[src/rtl/xbar_rr_switch_pkg.sv]
// Shared defaults and helpers for the registered round-robin crossbar.
// Latency: none (declarations only).
// Backpressure: none (declarations only).
package xbar_rr_switch_pkg;

    localparam int XBAR_NI = 4;
    localparam int XBAR_NO = 4;
    localparam int XBAR_DW = 8;
    localparam int XBAR_CW = 8;

    // Largest value a w-bit unsigned counter can hold, returned 32 bits wide.
    function automatic logic [31:0] sat_max(input int w);
        return 32'((64'd1 << w) - 64'd1);
    endfunction

endpackage

[src/rtl/xbar_rr_switch_rr_arbiter.sv]
// Round-robin arbiter: priority starts at ptr and descends cyclically; one-hot grant.
// Latency: grant is combinational from req; ptr updates on the edge after advance.
// Backpressure: ptr is frozen unless advance is asserted with a live request.
module rr_arbiter
    import xbar_rr_switch_pkg::*;
#(
    parameter int N  = XBAR_NI,
    parameter int IW = $clog2(N)
) (
    input  logic          clk,
    input  logic          rst,
    input  logic [N-1:0]  req,
    input  logic          advance,
    output logic [N-1:0]  grant,
    output logic [IW-1:0] grant_idx
);

    logic [IW-1:0] ptr;
    logic          found;
    int            idx;

    always_comb begin
        grant     = '0;
        grant_idx = '0;
        found     = 1'b0;
        idx       = 0;
        for (int k = 0; k < N; k++) begin
            idx = int'(ptr) + k;
            if (idx >= N) begin
                idx = idx - N;
            end
            if (!found && req[idx]) begin
                grant[idx] = 1'b1;
                grant_idx  = IW'(idx);
                found      = 1'b1;
            end
        end
    end

    // The winner drops to lowest priority for the next round.
    always_ff @(posedge clk) begin
        if (rst) begin
            ptr <= '0;
        end else if (advance && (|req)) begin
            ptr <= (int'(grant_idx) == N - 1) ? '0 : grant_idx + IW'(1);
        end
    end

endmodule

[src/rtl/xbar_rr_switch.sv]
// Registered NI x NO crossbar with a round-robin arbiter and one-beat register per output.
// Latency: 1 cycle from in_valid&&in_ready to out_valid.
// Backpressure: a stalled output register blocks only the inputs that target it; out-of-range beats are always accepted and counted.
module xbar_rr_switch
    import xbar_rr_switch_pkg::*;
#(
    parameter int NI   = XBAR_NI,
    parameter int NO   = XBAR_NO,
    parameter int DW   = XBAR_DW,
    parameter int DSTW = $clog2(NO),
    parameter int SRCW = $clog2(NI),
    parameter int CW   = XBAR_CW
) (
    input  logic               clk,
    input  logic               rst,
    input  logic [NI-1:0]      in_valid,
    input  logic [NI*DW-1:0]   in_data,
    input  logic [NI*DSTW-1:0] in_dest,
    output logic [NI-1:0]      in_ready,
    output logic [NO-1:0]      out_valid,
    output logic [NO*DW-1:0]   out_data,
    output logic [NO*SRCW-1:0] out_src,
    input  logic [NO-1:0]      out_ready,
    output logic [CW-1:0]      drop_cnt
);

    typedef struct packed {
        logic [SRCW-1:0] src;
        logic [DW-1:0]   data;
    } beat_t;

    localparam logic [31:0] DROP_MAX = sat_max(CW);

    logic [NI-1:0]   req   [NO];
    logic [NI-1:0]   grant [NO];
    logic [SRCW-1:0] gidx  [NO];
    beat_t           obuf  [NO];
    logic [NO-1:0]   ovld;
    logic [NO-1:0]   can_load;
    logic [NO-1:0]   advance;
    logic [NI-1:0]   oor;
    logic [31:0]     drop_sum;
    logic            hit;

    always_comb begin
        for (int i = 0; i < NI; i++) begin
            oor[i] = 32'(in_dest[i*DSTW +: DSTW]) >= 32'(NO);
        end
    end

    always_comb begin
        for (int j = 0; j < NO; j++) begin
            req[j] = '0;
            for (int i = 0; i < NI; i++) begin
                req[j][i] = in_valid[i] && (32'(in_dest[i*DSTW +: DSTW]) == 32'(j));
            end
        end
    end

    always_comb begin
        for (int j = 0; j < NO; j++) begin
            can_load[j] = !ovld[j] || out_ready[j];
            advance[j]  = can_load[j] && (|req[j]);
        end
    end

    for (genvar j = 0; j < NO; j++) begin : g_arb
        rr_arbiter #(
            .N  (NI),
            .IW (SRCW)
        ) u_arb (
            .clk       (clk),
            .rst       (rst),
            .req       (req[j]),
            .advance   (advance[j]),
            .grant     (grant[j]),
            .grant_idx (gidx[j])
        );
    end

    // Each input requests at most one output, so OR-ing grants cannot double-accept.
    always_comb begin
        hit = 1'b0;
        for (int i = 0; i < NI; i++) begin
            hit = 1'b0;
            for (int j = 0; j < NO; j++) begin
                hit = hit | (grant[j][i] & can_load[j]);
            end
            in_ready[i] = !rst && (oor[i] || hit);
        end
    end

    always_comb begin
        drop_sum = 32'(drop_cnt);
        for (int i = 0; i < NI; i++) begin
            if (in_valid[i] && oor[i]) begin
                drop_sum = drop_sum + 32'd1;
            end
        end
        if (drop_sum > DROP_MAX) begin
            drop_sum = DROP_MAX;
        end
    end

    always_ff @(posedge clk) begin
        if (rst) begin
            ovld     <= '0;
            drop_cnt <= '0;
            for (int j = 0; j < NO; j++) begin
                obuf[j] <= '0;
            end
        end else begin
            drop_cnt <= CW'(drop_sum);
            for (int j = 0; j < NO; j++) begin
                if (can_load[j]) begin
                    ovld[j] <= advance[j];
                    if (advance[j]) begin
                        obuf[j] <= '{src: gidx[j], data: in_data[gidx[j]*DW +: DW]};
                    end
                end
            end
        end
    end

    always_comb begin
        out_valid = ovld;
        for (int j = 0; j < NO; j++) begin
            out_data[j*DW +: DW]     = obuf[j].data;
            out_src[j*SRCW +: SRCW]  = obuf[j].src;
        end
    end

endmodule
[config.mk]
export PLATFORM = sky130hd
export DESIGN_NAME = xbar_rr_switch
export DESIGN_NICKNAME = d
export VERILOG_FILES = /design/src/rtl/xbar_rr_switch_pkg.sv /design/src/rtl/xbar_rr_switch_rr_arbiter.sv /design/src/rtl/xbar_rr_switch.sv
export SDC_FILE = /design/constraint.sdc
export NUM_CORES = 1
export LEC_CHECK = 0
export ABC_CLOCK_PERIOD_IN_PS = 4550
export BUFFER_PORTS_ARGS = -buffer_cell sky130_fd_sc_hd__buf_2
export CORE_ASPECT_RATIO = 1.1
export CORE_UTILIZATION = 60
export DETAILED_ROUTE_END_ITERATION = 6
export GPL_TIMING_DRIVEN = 0
export PLACE_DENSITY = 0.95
export SETUP_SLACK_MARGIN = 0.02
export SKIP_LAST_GASP = 1
export SLEW_MARGIN = 25
export SYNTH_ARGS = -nofsm -noshare
export SYNTH_HDL_FRONTEND = slang
export SYNTH_HIERARCHICAL = 1
export SYNTH_SLANG_ARGS = --single-unit
export TNS_END_PERCENT = 20
[constraint.sdc]
create_clock -name clk -period 4.55 [get_ports clk]
set_input_delay 0 -clock clk [delete_from_list [all_inputs] [get_ports clk]]
set_output_delay 0 -clock clk [all_outputs]
set_load 0.01 [all_outputs]
==> results of run 1 <==
through the flow:
stage / cells / utilization (%) / hold WS, ns
3_3_place_gp: 675 / 70.5 / 0.351
5_1_grt: 683 / 71.9 / 0.0400
3_5_place_dp: 675 / 70.5 / 0.362
4_1_cts: 683 / 71.9 / 0.0239
2_1_floorplan: 467 / - / 0.0624
6_report: 683 / 71.9 / 0.0424
state kept, by name, indices dropped and copies added (netlist names), named ones only:
register	cells
g_arb.u_arb/ptr	5
out_valid	4
obuf	40
critical path, stage by stage, from the launching register on:
cell	delay, ns
dfxtp_1	0.53
buf_6	0.20
inv_1	0.15
ha_1	0.31
clkbuf_1	0.38
mux4_2	0.42
o211a_1	0.16
o32ai_2	0.42
clkbuf_1	0.53
mux4_2	0.45
nor3b_1	0.17
report_power, final:
group	total (W)	switching, W	leakage, nW	internal, W
Sequential	0.000607	0.0000356	0.532	0.000572
Clock	0.000349	0.000183	0.0548	0.000166
Combinational	0.000757	0.000403	1.81	0.000353
Total	0.00171	0.000622	2.40	0.00109
cell type report:
| type | count | area share, % |
|---|---|---|
| multi-input combinational | 353 | 59.1 |
| sequential | 52 | 23.6 |
| timing repair buffer | 97 | 7.95 |
| buffer | 46 | 4.24 |
| tap | 111 | 2.27 |
| clock buffer | 5 | 1.13 |
| inverter | 16 | 0.984 |
| clock inverter | 3 | 0.758 |
routing by layer:
layer	vias up	GRT usage, %	routed length, um
met5	-	0	0
met4	0	16.0	564
met3	52	4.30	1380
met2	342	55.9	7280
met1	2273	37.9	5160
li1	2075	-	-
cells in the mapped netlist (all sizes together), types with 7 or more instances:
library cell,number
o21ai,14
nor2,11
a221o,12
buf,26
inv,16
clkbuf,20
dfxtp,12
or3,7
nand2,7
nand2b,10
mux2i,13
edfxtp,40
mux4,42
ha,33
a21oi,23
mux2,9
nor3b,44
and3b,11
a22o,12
a22oi,17
cell families after synthesis:
| group | after synthesis | synth area share [%] |
|---|---|---|
| other | 1 | 0.0702 |
| and+or+nand+nor | 126 | 17.4 |
| muxes | 64 | 22.3 |
| DFF | 52 | 27.0 |
| xor gates and xnor gates | 3 | 0.492 |
| adders and majority gates | 33 | 7.73 |
| AOI/OAI and AO/OA | 119 | 19.0 |
| buffers and inverters | 62 | 5.97 |
how the worst min path moves through the flow:
stage	to	slack (ns)	startpoint
global route	g_arb[3].u_arb/ptr[0]	0.04	rst
CTS	g_arb[3].u_arb/ptr[1]	0.02	rst
global placement	g_arb[3].u_arb/ptr[1]	0.35	rst
finish	g_arb[3].u_arb/ptr[1]	0.04	rst
floorplan	g_arb[3].u_arb/ptr[0]	0.06	rst
detailed placement	g_arb[3].u_arb/ptr[1]	0.36	rst
==> flow_summary.toml, run 1 <==
[status]
status = "completed"

[final_layout]
final_cell_mix = "buf_2 (109), edfxtp_1 (40), mux4_2 (38), ha_1 (33), nor3b_1 (31)"
multi_input_area_um2 = 3610
nets = 654
mostFrequentLayoutCell = "buf_2"
syn2layout_area_growth_pct = 14.3
final_area_um2 = 6110
antenna_cells = 0
seqCellArea_um2 = 1440
drive_gt1_share_pct = 39.2
nFillCells = 596

[clock_tree]
clockBufferDepth = 2
cts_setup_buffers = 0
clock_latency_ns = 0.32
cts-hold-fix-buffers = 0
path_clk_slew_ns = 0.11
clock-sinks = 52
cts_tree = "yes"
htreeDepth = 2
clockRootBuffer = "clkbuf_8"
numCtsBuffers = 5
cts_resized = 0

[routing]
vias = 4742
post_drt_wl_per_cell_um = 21.1
wirelength_um = 14400
post-route-drc-count = 0
vias_per_cell = 6.94
drtIter0Drc = 361
drt_first_pass_iters = 5
ant_nets = 0

[min_path]
hold_depth = 2
hold_class = "in2reg"

[yosys]
syn_inst = 460
yosys.area.top_type = "edfxtp_1"
syn_area_per_cell_um2 = 11.6
synth_edf_count = 40
ys_seq_elements = 52
ys.warnings.count = 6
synthesis.area_um2 = 5340
async_flop_share_pct = 0
yosysSeqAreaShare_pct = 27.0
synth.top_cell.area_share_pct = 22.5
ys.flop_type = "edfxtp_1"
synthTopCellsByArea = "edfxtp_1 (22%), mux4_2 (16%), ha_1 (7.7%), dfxtp_1 (4.5%), nor3b_1 (4.4%)"
post_synth_num_cell_types = 57

[floorplanning]
dieArea_um2 = 9280
fp.dieH_um = 101
initial_core_util_pct = 62.9
core-area_um2 = 8500
ios = 106
die_w_um = 92.0
fp-row-count = 35

[sta]
fin_crit_sh_pct = 87.6
rsz0062_at_grt = "no"
worst_slack_ns = 0.565
finalClockSkew_ns = 0.00795
slew_violations = 0
hold_violations = 0
fmax_mhz = 251
tns_ns = 0
timing.slew.headroom_pct = 53.1
tightest_slew_ns = 0.703
setup_violations = 0
post-route-min-period_ns = 3.99

[worst_setup_path]
path_max_fanout = 10
crit_path_end = "obuf[0][22]"
ff2ff_path_depth = 10
worstSetupEndpointType = "flop"
cp-start-kind = "flop"
reg2reg_slack_ns = 0.56
arrival_ns = 4.05
worstSetupPathType = "reg2reg"
required_ns = 4.61
r2r_end = "obuf[0][22]"

[placement]
place.gp.congestion = 0.923
hpwlAfterDp_um = 11100
place_ws_ns = 0.693
dpl_cell_area_um2 = 5990
portBuffers = 97

[power]
power.leakage_nw = 2.40
peakVddDrop_mv = 0.154
power.density_nw_per_um2 = 281
totalPowerFinal_w = 0.00171

[global_routing]
grt_pass1_vias = 4535
antenna_found_initial = 0
overflow = 0
grt_first_pass_wirelength_um = 22800
grt_max_degree = 18
gr-usage-all-layers_pct = 31.7

[run]
maxCapViolCount = 0
Power figures use the tool's default switching activity.
==> run 2: changes to the inputs <==
ABC_CLOCK_PERIOD_IN_PS = 4250   (was 4550)
CORE_UTILIZATION = 57   (was 60)
PLACE_DENSITY = 0.94   (was 0.95)
clock period = 4.25 ns   (was 4.55 ns; I/O delays follow)
==> run 2 against run 1 <==
  * Fmax grew 3.8%
  * Combinational power rose by 7.4%
  * Clock-buffer cell count unchanged
==> flow_summary.toml, run 2 (synthesized netlist as in run 1, its figures left out) <==
[routing]
post-route-drc-count = 0
ant_nets = 0
post_drt_wl_per_cell_um = 21.6
vias = 4740
drtIter0Drc = 371
wirelength_um = 14800
vias_per_cell = 6.91
drt_first_pass_iters = 7

[worst_setup_path]
cp-start-kind = "flop"
worstSetupEndpointType = "flop"
ff2ff_path_depth = 10
arrival_ns = 3.89
r2r_end = "obuf[0][21]"
reg2reg_slack_ns = 0.41
worstSetupPathType = "reg2reg"
path_max_fanout = 10
required_ns = 4.30

[min_path]
hold_class = "in2reg"
worstHoldStart = "rst"
hold_depth = 2
hold_path_end = "g_arb[1].u_arb/ptr[1]"

[power]
power.density_nw_per_um2 = 298
clkPwrFrac_pct = 19.5
p_switching_w = 0.000653
power.leakage_nw = 2.40
p_sw_share_pct = 35.9
p_seq_share_pct = 35.8
internal_power_w = 0.00117
pwr-share-comb_pct = 44.7
peakVddDrop_mv = 0.143

[final_layout]
drive_gt1_share_pct = 39.0
mostFrequentLayoutCell = "buf_2"
syn2layout_area_growth_pct = 14.3
antenna_cells = 0
largest_reg_flops = 40
nets = 654
finalNonFillerCells = 686
largest_register = "obuf"
final_cell_mix = "buf_2 (109), edfxtp_1 (40), mux4_2 (38), ha_1 (33), nor3b_1 (31)"

[clock_tree]
numCtsBuffers = 5
clockRootBuffer = "clkbuf_8"
clockBufferDepth = 2
clock_latency_ns = 0.32
cts_setup_buffers = 0
htreeDepth = 2
cts_resized = 0
path_clk_slew_ns = 0.11
cts-hold-fix-buffers = 0
clock-sinks = 52
cts_tree = "yes"

[sta]
tightest_slew_ns = 0.683
finalClockSkew_ns = 0.0104
hold_violations = 0
fmax_mhz = 261
slew_violations = 0
post-route-min-period_ns = 3.84
tns_ns = 0
fin_crit_sh_pct = 90.3
timing.slew.headroom_pct = 54.5
rsz0062_at_grt = "no"
setup_violations = 0
timing.hold.ws_ns = 0.0509

[global_routing]
grt_first_pass_wirelength_um = 22900
gr-usage-all-layers_pct = 30.0
overflow = 0
grt_max_degree = 17
use_met2_pct = 50.9
grt_pass1_vias = 4544
busiest_layer = "met2"
grt_util_met3_pct = 3.52
use_met1_pct = 36.9
antenna_found_initial = 0

[floorplanning]
initial_core_util_pct = 59.6
dieArea_um2 = 9760
ios = 106
fp-row-count = 36
die_w_um = 94.3
core-area_um2 = 8960
fp.dieH_um = 104

[placement]
dp_cells = 678
hpwlAfterDp_um = 11300
portBuffers = 97
place.gp.congestion = 0.899

[status]
status = "completed"

[run]
maxCapViolCount = 0
==> run 2: cell types whose count changed in the layout (fill, tap and decap cells not counted), sizes merged <==
cell / delta
clkinv: +2
clkinvlp: -1
inv: -1
==> run 2: worst max path at each step <==
stage / from / end / slack, ns
2_1_floorplan: flop / obuf[0][11] / 1.11
3_3_place_gp: flop / obuf[0][24] / 0.63
3_5_place_dp: flop / obuf[0][21] / 0.47
4_1_cts: flop / obuf[0][21] / 0.45
5_1_grt: flop / obuf[0][2] / 0.26
6_report: flop / obuf[0][21] / 0.41
==> run 2: stage by stage <==
step           cell area (um^2)  total power, W  setup slack [ns]  utilization, %
6_report                   6110         0.00182             0.413            68.1
5_1_grt                    6110         0.00190             0.260            68.1
4_1_cts                    6110         0.00181             0.453            68.1
3_5_place_dp               5990         0.00146             0.467            66.9
3_3_place_gp               5990         0.00142             0.629            66.9
2_1_floorplan              5370         0.00123              1.11               -
==> run 2: power by group through the flow <==
| stage | logic, W | clock network [W] | registers (W) |
|---|---|---|---|
| 3_5_place_dp | 0.000800 | 0 | 0.000663 |
| 4_1_cts | 0.000804 | 0.000353 | 0.000651 |
| 2_1_floorplan | 0.000554 | 0 | 0.000680 |
| 3_3_place_gp | 0.000761 | 0 | 0.000657 |
| 6_report | 0.000813 | 0.000355 | 0.000651 |
| 5_1_grt | 0.000868 | 0.000370 | 0.000658 |
==> run 2: worst max-delay path, cell delays in order (launching register included) <==
cell and delay (ns):
dfxtp_1 0.48, buf_6 0.20, inv_1 0.14, ha_1 0.31, clkbuf_1 0.39, mux4_2 0.43, o211a_1 0.16, o32ai_2 0.35
clkbuf_1 0.50, mux4_2 0.45, nor3b_1 0.17
==> run 2: area by class of cell <==
| cell class | instances | area [um^2] |
|---|---|---|
| multi-input cells | 353 | 3610 |
| fillers | 643 | 2860 |
| flip-flops and latches | 52 | 1440 |
| repair buffers | 97 | 485 |
| plain buffers | 46 | 259 |
| well taps | 114 | 143 |
| clock buffers | 5 | 68.8 |
| inverters | 16 | 60.1 |
| clock inverters | 3 | 42.5 |
==> run 2: layer usage <==
metal / share of wire (%) / vias up
met2: 50 / 335
met1: 37 / 2284
met4: 4.4 / 0
li1: - / 2070
met3: 8.8 / 51
met5: 0 / -
